<file path="src/rtl/hp_module_if.sv">
// Battle-engine HP bus: attack requests from the turn controller and the
// registered HP values / update strobes consumed by the HUD.
interface hp_module_if;
  logic [1:0] attack_p;
  logic [1:0] attack_e;
  logic       att_p_en;
  logic       att_e_en;
  logic [7:0] HP_p;
  logic [7:0] HP_e;
  logic       HP_p_en;
  logic       HP_e_en;

  // Controller / bench side: issues attacks, observes HP.
  modport master (
    output attack_p,
    output attack_e,
    output att_p_en,
    output att_e_en,
    input  HP_p,
    input  HP_e,
    input  HP_p_en,
    input  HP_e_en
  );

  // HP bookkeeping block side.
  modport slave (
    input  attack_p,
    input  attack_e,
    input  att_p_en,
    input  att_e_en,
    output HP_p,
    output HP_e,
    output HP_p_en,
    output HP_e_en
  );
endinterface

</file>
<file path="src/rtl/hp_module.sv">
// Hit-point bookkeeping: holds player/enemy HP, applies saturating damage on
// the rising edge of each attack enable and pulses a one-cycle update strobe.
module hp_module #(
  parameter int unsigned HP_MAX = 100,
  parameter int unsigned DMG0   = 5,
  parameter int unsigned DMG1   = 10,
  parameter int unsigned DMG2   = 15,
  parameter int unsigned DMG3   = 20
) (
  input  logic        clk,
  input  logic        rst,
  hp_module_if.slave  bus
);

  localparam logic [7:0] HP_INIT = 8'(HP_MAX);

  logic       prev_p;
  logic       prev_e;
  logic       rise_p;
  logic       rise_e;
  logic [7:0] dmg_p;
  logic [7:0] dmg_e;
  logic       hit_p;
  logic       hit_e;
  logic [7:0] hp_p_q;
  logic [7:0] hp_e_q;
  logic [7:0] hp_p_next;
  logic [7:0] hp_e_next;
  logic       stb_p_q;
  logic       stb_e_q;

  function automatic logic [7:0] dmg_lookup(input logic [1:0] code);
    case (code)
      2'b00:   dmg_lookup = 8'(DMG0);
      2'b01:   dmg_lookup = 8'(DMG1);
      2'b10:   dmg_lookup = 8'(DMG2);
      default: dmg_lookup = 8'(DMG3);
    endcase
  endfunction

  function automatic logic [7:0] sat_sub(input logic [7:0] hp, input logic [7:0] dmg);
    sat_sub = (hp > dmg) ? hp - dmg : '0;
  endfunction

  // Enable history: a cleared history makes an enable held through reset
  // count as a rise on the first clock after release.
  always_ff @(posedge clk or posedge rst) begin
    if (rst) begin
      prev_p <= 1'b0;
      prev_e <= 1'b0;
    end else begin
      prev_p <= bus.att_p_en;
      prev_e <= bus.att_e_en;
    end
  end

  // Hit detection and damage; a hit on a combatant already at 0 is dropped.
  always_comb begin
    rise_p    = bus.att_p_en & ~prev_p;
    rise_e    = bus.att_e_en & ~prev_e;
    dmg_p     = dmg_lookup(bus.attack_p);
    dmg_e     = dmg_lookup(bus.attack_e);
    hit_p     = rise_p && (hp_e_q != '0);
    hit_e     = rise_e && (hp_p_q != '0);
    hp_e_next = hit_p ? sat_sub(hp_e_q, dmg_p) : hp_e_q;
    hp_p_next = hit_e ? sat_sub(hp_p_q, dmg_e) : hp_p_q;
  end

  // HP registers and update strobes; player attacks hit the enemy and
  // enemy attacks hit the player, each independently.
  always_ff @(posedge clk or posedge rst) begin
    if (rst) begin
      hp_p_q  <= HP_INIT;
      hp_e_q  <= HP_INIT;
      stb_p_q <= 1'b0;
      stb_e_q <= 1'b0;
    end else begin
      hp_p_q  <= hp_p_next;
      hp_e_q  <= hp_e_next;
      stb_p_q <= hit_e;
      stb_e_q <= hit_p;
    end
  end

  assign bus.HP_p    = hp_p_q;
  assign bus.HP_e    = hp_e_q;
  assign bus.HP_p_en = stb_p_q;
  assign bus.HP_e_en = stb_e_q;

endmodule

</file>
<file path="src/flat_wrapper.sv">
// flat-port wrapper written by rule: the top's interface ports become plain ports
module hp_module_flat 
#(
  parameter int unsigned HP_MAX = 100,
  parameter int unsigned DMG0   = 5,
  parameter int unsigned DMG1   = 10,
  parameter int unsigned DMG2   = 15,
  parameter int unsigned DMG3   = 20
)
  (clk, rst, bus_attack_p, bus_attack_e, bus_att_p_en, bus_att_e_en, bus_HP_p, bus_HP_e, bus_HP_p_en, bus_HP_e_en);
  hp_module_if bus_i ();
  input  logic clk;
  input  logic rst;
  input wire logic [$bits(bus_i.attack_p)-1:0] bus_attack_p;
  input wire logic [$bits(bus_i.attack_e)-1:0] bus_attack_e;
  input wire logic [$bits(bus_i.att_p_en)-1:0] bus_att_p_en;
  input wire logic [$bits(bus_i.att_e_en)-1:0] bus_att_e_en;
  output wire logic [$bits(bus_i.HP_p)-1:0] bus_HP_p;
  output wire logic [$bits(bus_i.HP_e)-1:0] bus_HP_e;
  output wire logic [$bits(bus_i.HP_p_en)-1:0] bus_HP_p_en;
  output wire logic [$bits(bus_i.HP_e_en)-1:0] bus_HP_e_en;
  assign bus_i.attack_p = bus_attack_p;
  assign bus_i.attack_e = bus_attack_e;
  assign bus_i.att_p_en = bus_att_p_en;
  assign bus_i.att_e_en = bus_att_e_en;
  assign bus_HP_p = bus_i.HP_p;
  assign bus_HP_e = bus_i.HP_e;
  assign bus_HP_p_en = bus_i.HP_p_en;
  assign bus_HP_e_en = bus_i.HP_e_en;
  hp_module #(.HP_MAX(HP_MAX), .DMG0(DMG0), .DMG1(DMG1), .DMG2(DMG2), .DMG3(DMG3)) u_core (.clk(clk), .rst(rst), .bus(bus_i));
endmodule
</file>
<file path="config.mk">
export PLATFORM = sky130hd
export DESIGN_NAME = hp_module_flat
export DESIGN_NICKNAME = d
export VERILOG_FILES = /design/src/rtl/hp_module_if.sv /design/src/rtl/hp_module.sv /design/src/flat_wrapper.sv
export SDC_FILE = /design/constraint.sdc
export NUM_CORES = 1
export LEC_CHECK = 0
export ABC_AREA = 1
export CAP_MARGIN = 20
export CORE_MARGIN = 8
export CORE_UTILIZATION = 48
export CTS_CLUSTER_DIAMETER = 50
export DETAILED_ROUTE_END_ITERATION = 10
export GPL_TIMING_DRIVEN = 0
export PLACE_DENSITY = 0.83
export RECOVER_POWER = 50
export SLEW_MARGIN = 20
export SYNTH_ARGS = -nofsm -noshare
export SYNTH_HDL_FRONTEND = slang
export SYNTH_SLANG_ARGS = --single-unit
</file>
<file path="constraint.sdc">
create_clock -name clk -period 1.6 [get_ports clk]
set_input_delay 0.4 -clock clk [delete_from_list [all_inputs] [get_ports clk]]
set_output_delay 0.4 -clock clk [all_outputs]
set_load 0.02 [all_outputs]
</file>
==> key figures, run 1 <==
Yosys
  • Post-synth top area share: between 20% and 30%
  • Predominant post-synthesis flop cell: dfrtp_1
  • Sequential share of the synthesized area: a little under a third
  • Synth warn: 0
  • Register bit count reported by yosys: 20
  • Synth unique cells: 26
  • Synthesized Nets: approximately 250
  • Number of flops mapped to enable cells by yosys: 0
  • Area leader, netlist: dfrtp_1
  • Area contributors post-synth: dfrtp_1, nand2_1, ha_1
  • Syn Area/Cell: roughly 7.2 um^2
  • Gate Count Post-Synth: 222
  • Mapped Area: about 1600 um^2
  • Ys async rst share: between 90% and 100%

Detailed routing
  • DR WL/cell: about 13 um
  • Initial DRC Count: 115
  • Via Count: about 1600
  • DR pass1 iterations: 4
  • # DRC: 0
  • Routed Antenna Nets: 0
  • Via density: slightly above 5
  • WL final: slightly above 4000 um

CTS
  • Clk Latency, worst-skew pair: ~300 ps
  • CTS tree: built
  • CTS Hold Buffers Added: 0
  • CTS sink count: 20
  • Clock-pin slew on the worst setup and hold paths: between 100 and 150 ps
  • H-tree Lvls: 1
  • Root Buffer: clkbuf_4
  • CTS max path bufs: 2
  • CTS buffer count: 3

Critical path
  • Crit path from: bus_attack_p[1]
  • R2r startpoint: u_core.bus.HP_e[0]
  • CP max FO: 3
  • Critical Path RT: 1800 ps
  • Crit end category: register
  • CP startpoint kind: input port
  • R2r worst-path depth: 12
  • Critical path arrival: a little under 2000 ps
  • Crit Path Category: input port to register

GRT
  • Vias in the first global route: between 1500 and 2000
  • Initial antenna violation count: 0
  • Maximum number of pins on one net before global-route repair: 21
  • First-pass GRT wire length: ~6600 um
  • Grt ovf: 0
  • All-Layer GR Usage: between 10% and 20%

Place
  • HPWL after detailed placement: 2780 um
  • Gp weighted congestion: roughly 0.86
  • DP Area: between 2000 and 2500 um^2
  • I/O Buffers: 25
  • Cell count after placement: approximately 300

Hold path
  • Hold path depth: 2
  • Worst hold path type: register to register
  • Hold path startpoint: u_core.bus.HP_e[2]

Timing
  • Worst-Margin Slew: 727 ps
  • Period utilization: 109%
  • Final hold violations: 0
  • Worst hold slack: about 500 ps
  • Slew headroom: slightly above 50%
  • Slack of the critical path: -146 ps
  • Slew Viols, Final: 0
  • Clock skew: 4.98 ps
  • Final setup vio count: 14
  • RSZ-0062 raised after global routing: yes
  • Max Freq: 573 MHz
  • Fin Setup TNS: -1240 ps
  • Period minus WS final: ~1700 ps

Job
  • Max_cap viols: 0

Final layout
  • Layout cells sized above 1: approximately two fifths
  • Fin area: 2380 um^2
  • Ant. Diodes: 0
  • Total Nets Final: about 290
  • Post-Layout Cell Count: 311
  • Area growth, synth to finish: 48.0%

Floorplanning
  • Initial core utilization: between 40% and 50%
  • DIE HEIGHT: between 70 and 80 um
  • DIE AREA: ~5500 um^2
  • Die X: roughly 74 um
  • Core footprint: between 3000 and 4000 um^2
  • Top Ports: 26
  • Rows: 21

Run status
  • Failing checks: negative setup slack
  • Status: complete, but fails checks

Pwr
  • Pleak: roughly 1.1 nW
  • Total power: 4.07 mW
  • PD cells: roughly 1700 nW/um^2
  • VDD IR max: 1.01 mV
==> cells in the mapped netlist (4+ instances only) <==
library cell / count
inv_2: 6
nand4_1: 8
nand2_1: 66
o21ai_1: 8
a21oi_1: 4
inv_1: 29
dfrtp_1: 14
nor2_2: 5
ha_1: 16
dfstp_2: 6
nor2_1: 21
nand3_1: 18
==> through the flow <==
| step | util (%) | setup WS, ps |
|---|---|---|
| after floorplan | - | -261 |
| after global placement | 62.0 | -1150 |
| after detailed placement | 62.0 | -1180 |
| after CTS | 67.0 | -225 |
| after global routing | 72.5 | -214 |
| final | 72.5 | -146 |
==> per-layer routing <==
layer | up-vias | wire (um) | global-route usage, %
met5 | - | 0 | 0
met4 | 0 | 95 | 8.20
met3 | 6 | 103 | 0.682
met1 | 733 | 1660 | 16.7
met2 | 44 | 2250 | 28.1
li1 | 795 | - | -
==> cell usage in the layout (no fill, tap or decap), types with 8 or more instances in the layout <==
master	netlist	routed
nor2_2	5	9
nand2_1	66	54
inv_1	29	22
inv_2	6	9
dfrtp_1	14	11
ha_4	0	11
nand4_1	8	8
buf_4	0	10
nand3_1	18	14
nand2_2	2	8
nor2_1	21	16
dlygate4sd2_1	0	12
==> cell type report <==
class	instances	area, um^2
Clock buffer	4	36.3
Fill cell	234	905
Multi-Input combinational cell	165	1240
Tap cell	46	57.6
Sequential cell	20	512
Inverter	35	155
Timing Repair Buffer	39	360
Buffer	2	22.5
==> logic make-up (layout without fill, tap and decap cells) <==
kind of cell	Yosys count	count (layout)	synth area share, %
AND/OR/NAND/NOR	131	131	37.7
buffers and inverters	37	80	9.57
flip-flops	20	20	31.6
adder cells (fa/ha/maj)	18	18	14.9
AO/OA/AOI/OAI	16	16	6.15
==> what timing repair did <==
action / 4_1_cts / 5_1_grt
pin swaps: 17 / 13
gates resized for setup: 59 / 41
buffers inserted: 9 / 6
gates cloned: 0 / 0
endpoints found under the setup margin: 34 / 18
==> worst paths after layout <==
kind                                           end  slack [ps]
worst max register to register  u_core.bus.HP_e[7]        -110
worst min register to register  u_core.bus.HP_e[2]         500
worst min-delay path            u_core.bus.HP_e[2]         500
min in group asynchronous       u_core.bus.HP_p[7]         640
worst max-delay path            u_core.bus.HP_e[7]        -150
max in group asynchronous       u_core.bus.HP_p[0]         450
==> worst max-delay path, cell delays in order <==
cell and delay, ps:
buf_8 110, inv_4 60, ha_4 120, nor2_2 30, nor2_1 90, ha_2 190
inv_2 50, fa_2 350, nand2_2 100, nand3_4 90, nand3_4 90, nand2_4 60
o21ai_4 70, nand2_1 70, nand2_1 50, nor2_1 40
==> where the power goes <==
group / internal, mW / switching, mW
combinational: 1.21 / 1.54
clock: 0.139 / 0.149
sequential: 0.755 / 0.273
==> sequential cells by signal, summed over array words and instances, names as in the netlist <==
signal              count
u_core.bus.HP_e         8
u_core.prev_e           1
u_core.bus.HP_p         8
u_core.prev_p           1
u_core.bus.HP_p_en      1
u_core.bus.HP_e_en      1
No activity file was read; power rests on OpenSTA's default activity.
==> run 2, diff against run 1 <==
--- a/config.mk
+++ b/config.mk
@@ -12,7 +12,7 @@
 export CTS_CLUSTER_DIAMETER = 50
 export DETAILED_ROUTE_END_ITERATION = 10
 export GPL_TIMING_DRIVEN = 0
-export PLACE_DENSITY = 0.83
+export PLACE_DENSITY = 0.74
 export RECOVER_POWER = 50
 export SLEW_MARGIN = 20
 export SYNTH_ARGS = -nofsm -noshare
==> run 2 against run 1 <==
The run still ends with negative setup slack left. Cell count is 0.32% lower. Critical path depth is the same. Core utilization down 2.7 points. Design area fell by 3.8%. Total power decreased by 5.3%. Routed wire length fell by 5.1%. Sequential power barely moved. Combinational power down 7%. Count of clock-buffer cells in the layout did not move. Critical endpoint unchanged. Largest cell class unchanged. Largest power group unchanged. Highest routed layer unchanged.
==> key figures, run 2 (synthesized netlist as in run 1, its figures left out) <==
Critical path
  • CP max FO: 3 (unchanged)
  • R2r worst-path depth: 12 (unchanged)
  • CP startpoint kind: input port
  • Critical path arrival: 1940 ps (about the same)
  • Crit path from: bus_attack_p[0]
  • Crit Path Category: input port to register
  • R2r startpoint: u_core.bus.HP_e[0]
  • Critical Path RT: 1790 ps (about the same)
  • Crit end category: register

Final layout
  • Most frequent cells in the layout: nand2_1, inv_1, nor2_1, nand3_1, dfrtp_1
  • Area growth, synth to finish: 42.4%
  • Fillers: 286 (+22%)
  • Ant. Diodes: 0 (unchanged)
  • Post-Layout Cell Count: 310 (-0.32%)
  • Util after Layout: 69.7% (-2.7 points)
  • Most common cell after layout, fill and taps aside: nand2_1
  • Register area: 509 um^2 (-0.49%)
  • Multi-input gate area: 1170 um^2 (-5.2%)
  • Layout cells sized above 1: 36.7% (-3.6 points)
  • Fin area: 2290 um^2 (-3.8%)
  • Total Nets Final: 291 (-0.34%)

Place
  • DP Area: 2040 um^2 (unchanged)
  • HPWL after detailed placement: 2900 um (+4.5%)
  • Gp weighted congestion: 0.831 (-3.8%)
  • Cell count after placement: 293 (unchanged)
  • I/O Buffers: 25 (unchanged)

Pwr
  • Sequential power share: 25.9% (+0.6 points)
  • Internal Power: 1.99 mW (-5.1%)
  • VDD IR max: 0.857 mV (-15%)
  • Combinational power share: 66.7% (-0.9 points)
  • Clk pwr share: 7.4% (+0.3 points)
  • Pleak: 1.13 nW (-1.1%)
  • PD cells: 1680 nW/um^2 (-1.6%)
  • Sw power: 1.86 mW (-5.5%)
  • Switch share: 48.2% (-0.11 points)

Floorplanning
  • Rows: 21 (unchanged)
  • Die X: 73.9 um (unchanged)
  • Initial core utilization: 49.0% (unchanged)
  • Top Ports: 26 (unchanged)
  • Core footprint: 3280 um^2 (unchanged)
  • DIE HEIGHT: 73.9 um (unchanged)
  • DIE AREA: 5460 um^2 (unchanged)

Detailed routing
  • Initial DRC Count: 56 (-51%)
  • DR pass1 iterations: 4 (unchanged)
  • WL final: 3900 um (-5.1%)
  • Via Count: 1551 (-1.7%)
  • # DRC: 0 (unchanged)
  • Routed Antenna Nets: 0 (unchanged)
  • DR WL/cell: 12.6 um (-4.8%)
  • Via density: 5.00 (-1.4%)

CTS
  • Clock-pin slew on the worst setup and hold paths: 110 ps (about the same)
  • Clk Latency, worst-skew pair: 300 ps (about the same)
  • CTS tree: built
  • CTS buffer count: 3 (unchanged)
  • CTS sink count: 20 (unchanged)
  • H-tree Lvls: 1 (unchanged)
  • CTS max path bufs: 2 (unchanged)
  • Root Buffer: clkbuf_4

Hold path
  • Worst hold path type: register to register
  • Hold path startpoint: u_core.bus.HP_e[6]
  • Hold path depth: 2 (unchanged)

GRT
  • Maximum number of pins on one net before global-route repair: 21 (unchanged)
  • Vias in the first global route: 1463 (-9.2%)
  • Initial antenna violation count: 0 (unchanged)
  • All-Layer GR Usage: 14.6% (-0.54 points)
  • Grt ovf: 0 (unchanged)
  • First-pass GRT wire length: 6350 um (-4.5%)

Job
  • Max_cap viols: 0 (unchanged)

Timing
  • Worst hold slack: 503 ps (-1.52 ps)
  • Slew Viols, Final: 0 (unchanged)
  • Slack of the critical path: -147 ps (-0.961 ps)
  • Max Freq: 572 MHz (about the same)
  • Final hold violations: 0 (unchanged)
  • Worst-Margin Slew: 720 ps (-6.89 ps)
  • Slew headroom: 51.9% (+0.46 points)
  • Period minus WS final: 1750 ps (+0.961 ps)
  • Final setup vio count: 16 (+2)
  • Period utilization: 109% (about the same)
  • Clock skew: 3.48 ps (-1.50 ps)
  • RSZ-0062 raised after global routing: yes

Run status
  • Status: complete, but fails checks
  • Failing checks: negative setup slack
## run 2: changes by cell type in the layout (fill, tap and decap cells not counted), moves of 3 or more
cell | before | now
clkbuf_2 | 3 | 6
nor2_2 | 9 | 6
nor2_1 | 16 | 19
inv_4 | 3 | 0
## run 2: final timing paths
path	to	slack (ps)
max in group asynchronous	u_core.bus.HP_p[0]	450
min in group asynchronous	u_core.prev_e	650
hold reg to reg	u_core.bus.HP_e[6]	500
setup / recovery	u_core.bus.HP_e[7]	-150
hold / removal	u_core.bus.HP_e[6]	500
setup reg to reg	u_core.bus.HP_e[7]	-140
## run 2: final cells by class
class / instances / area share, %
Tap cell: 46 / 2.51
Sequential cell: 20 / 22.2
Timing Repair Buffer: 38 / 14.7
Multi-Input combinational cell: 165 / 51.2
Inverter: 35 / 6.78
Clock buffer: 4 / 1.58
Buffer: 2 / 0.984
## run 2: power by group through the flow
stage	clock [mW]	sequential (mW)	combinational, mW
2_1_floorplan	0	1.20	1.35
3_3_place_gp	0	1.01	2.22
3_5_place_dp	0	1.01	2.25
4_1_cts	0.294	0.992	2.38
5_1_grt	0.313	1.03	2.83
6_report	0.287	0.998	2.57
## run 2: worst max-delay path: stages
cell	delay (ps)
buf_12	120
inv_16	50
ha_4	100
nor2_1	40
nor2_1	90
ha_2	180
inv_2	40
fa_2	340
nand2_2	100
nand3_4	90
nand3_4	80
nand2_2	50
o21ai_2	80
nand2_1	70
nand2_1	70
nor2_1	40
## run 2: stage by stage
stage	TNS (ps)	total power, mW	setup WS, ps
floorplan	-1520	2.55	-261
global placement	-14000	3.23	-1160
detailed placement	-14220	3.26	-1200
CTS	-1410	3.67	-210
global route	-2800	4.17	-270
finish	-1410	3.85	-147
## run 2: metal layers
layer  vias to the layer above  part of all wire (%)  GRT usage (%)  wire [um]
met3                         6                   4.6           3.14        181
met1                       720                    45           18.2       1760
met4                         0                   1.1           3.99         42
met2                        29                    49           24.6       1920
met5                         -                     0              0          0
li1                        796                     -              -          -
## run 2: timing repair
item | CTS | global route
setup endpoints to repair | 34 | 20
endpoints found under the hold margin | 0 | 0
pin swaps | 19 | 14
hold buffers | 0 | 0
buffers inserted | 10 | 3
resized for setup | 60 | 26
==> run 3, diff against run 2 <==
--- a/config.mk
+++ b/config.mk
@@ -13,7 +13,7 @@
 export DETAILED_ROUTE_END_ITERATION = 10
 export GPL_TIMING_DRIVEN = 0
 export PLACE_DENSITY = 0.74
-export RECOVER_POWER = 50
+export RECOVER_POWER = 25
 export SLEW_MARGIN = 20
 export SYNTH_ARGS = -nofsm -noshare
 export SYNTH_HDL_FRONTEND = slang
==> results of run 3 <==
The final DEF is identical to that of run 2; final timing and power are the same.
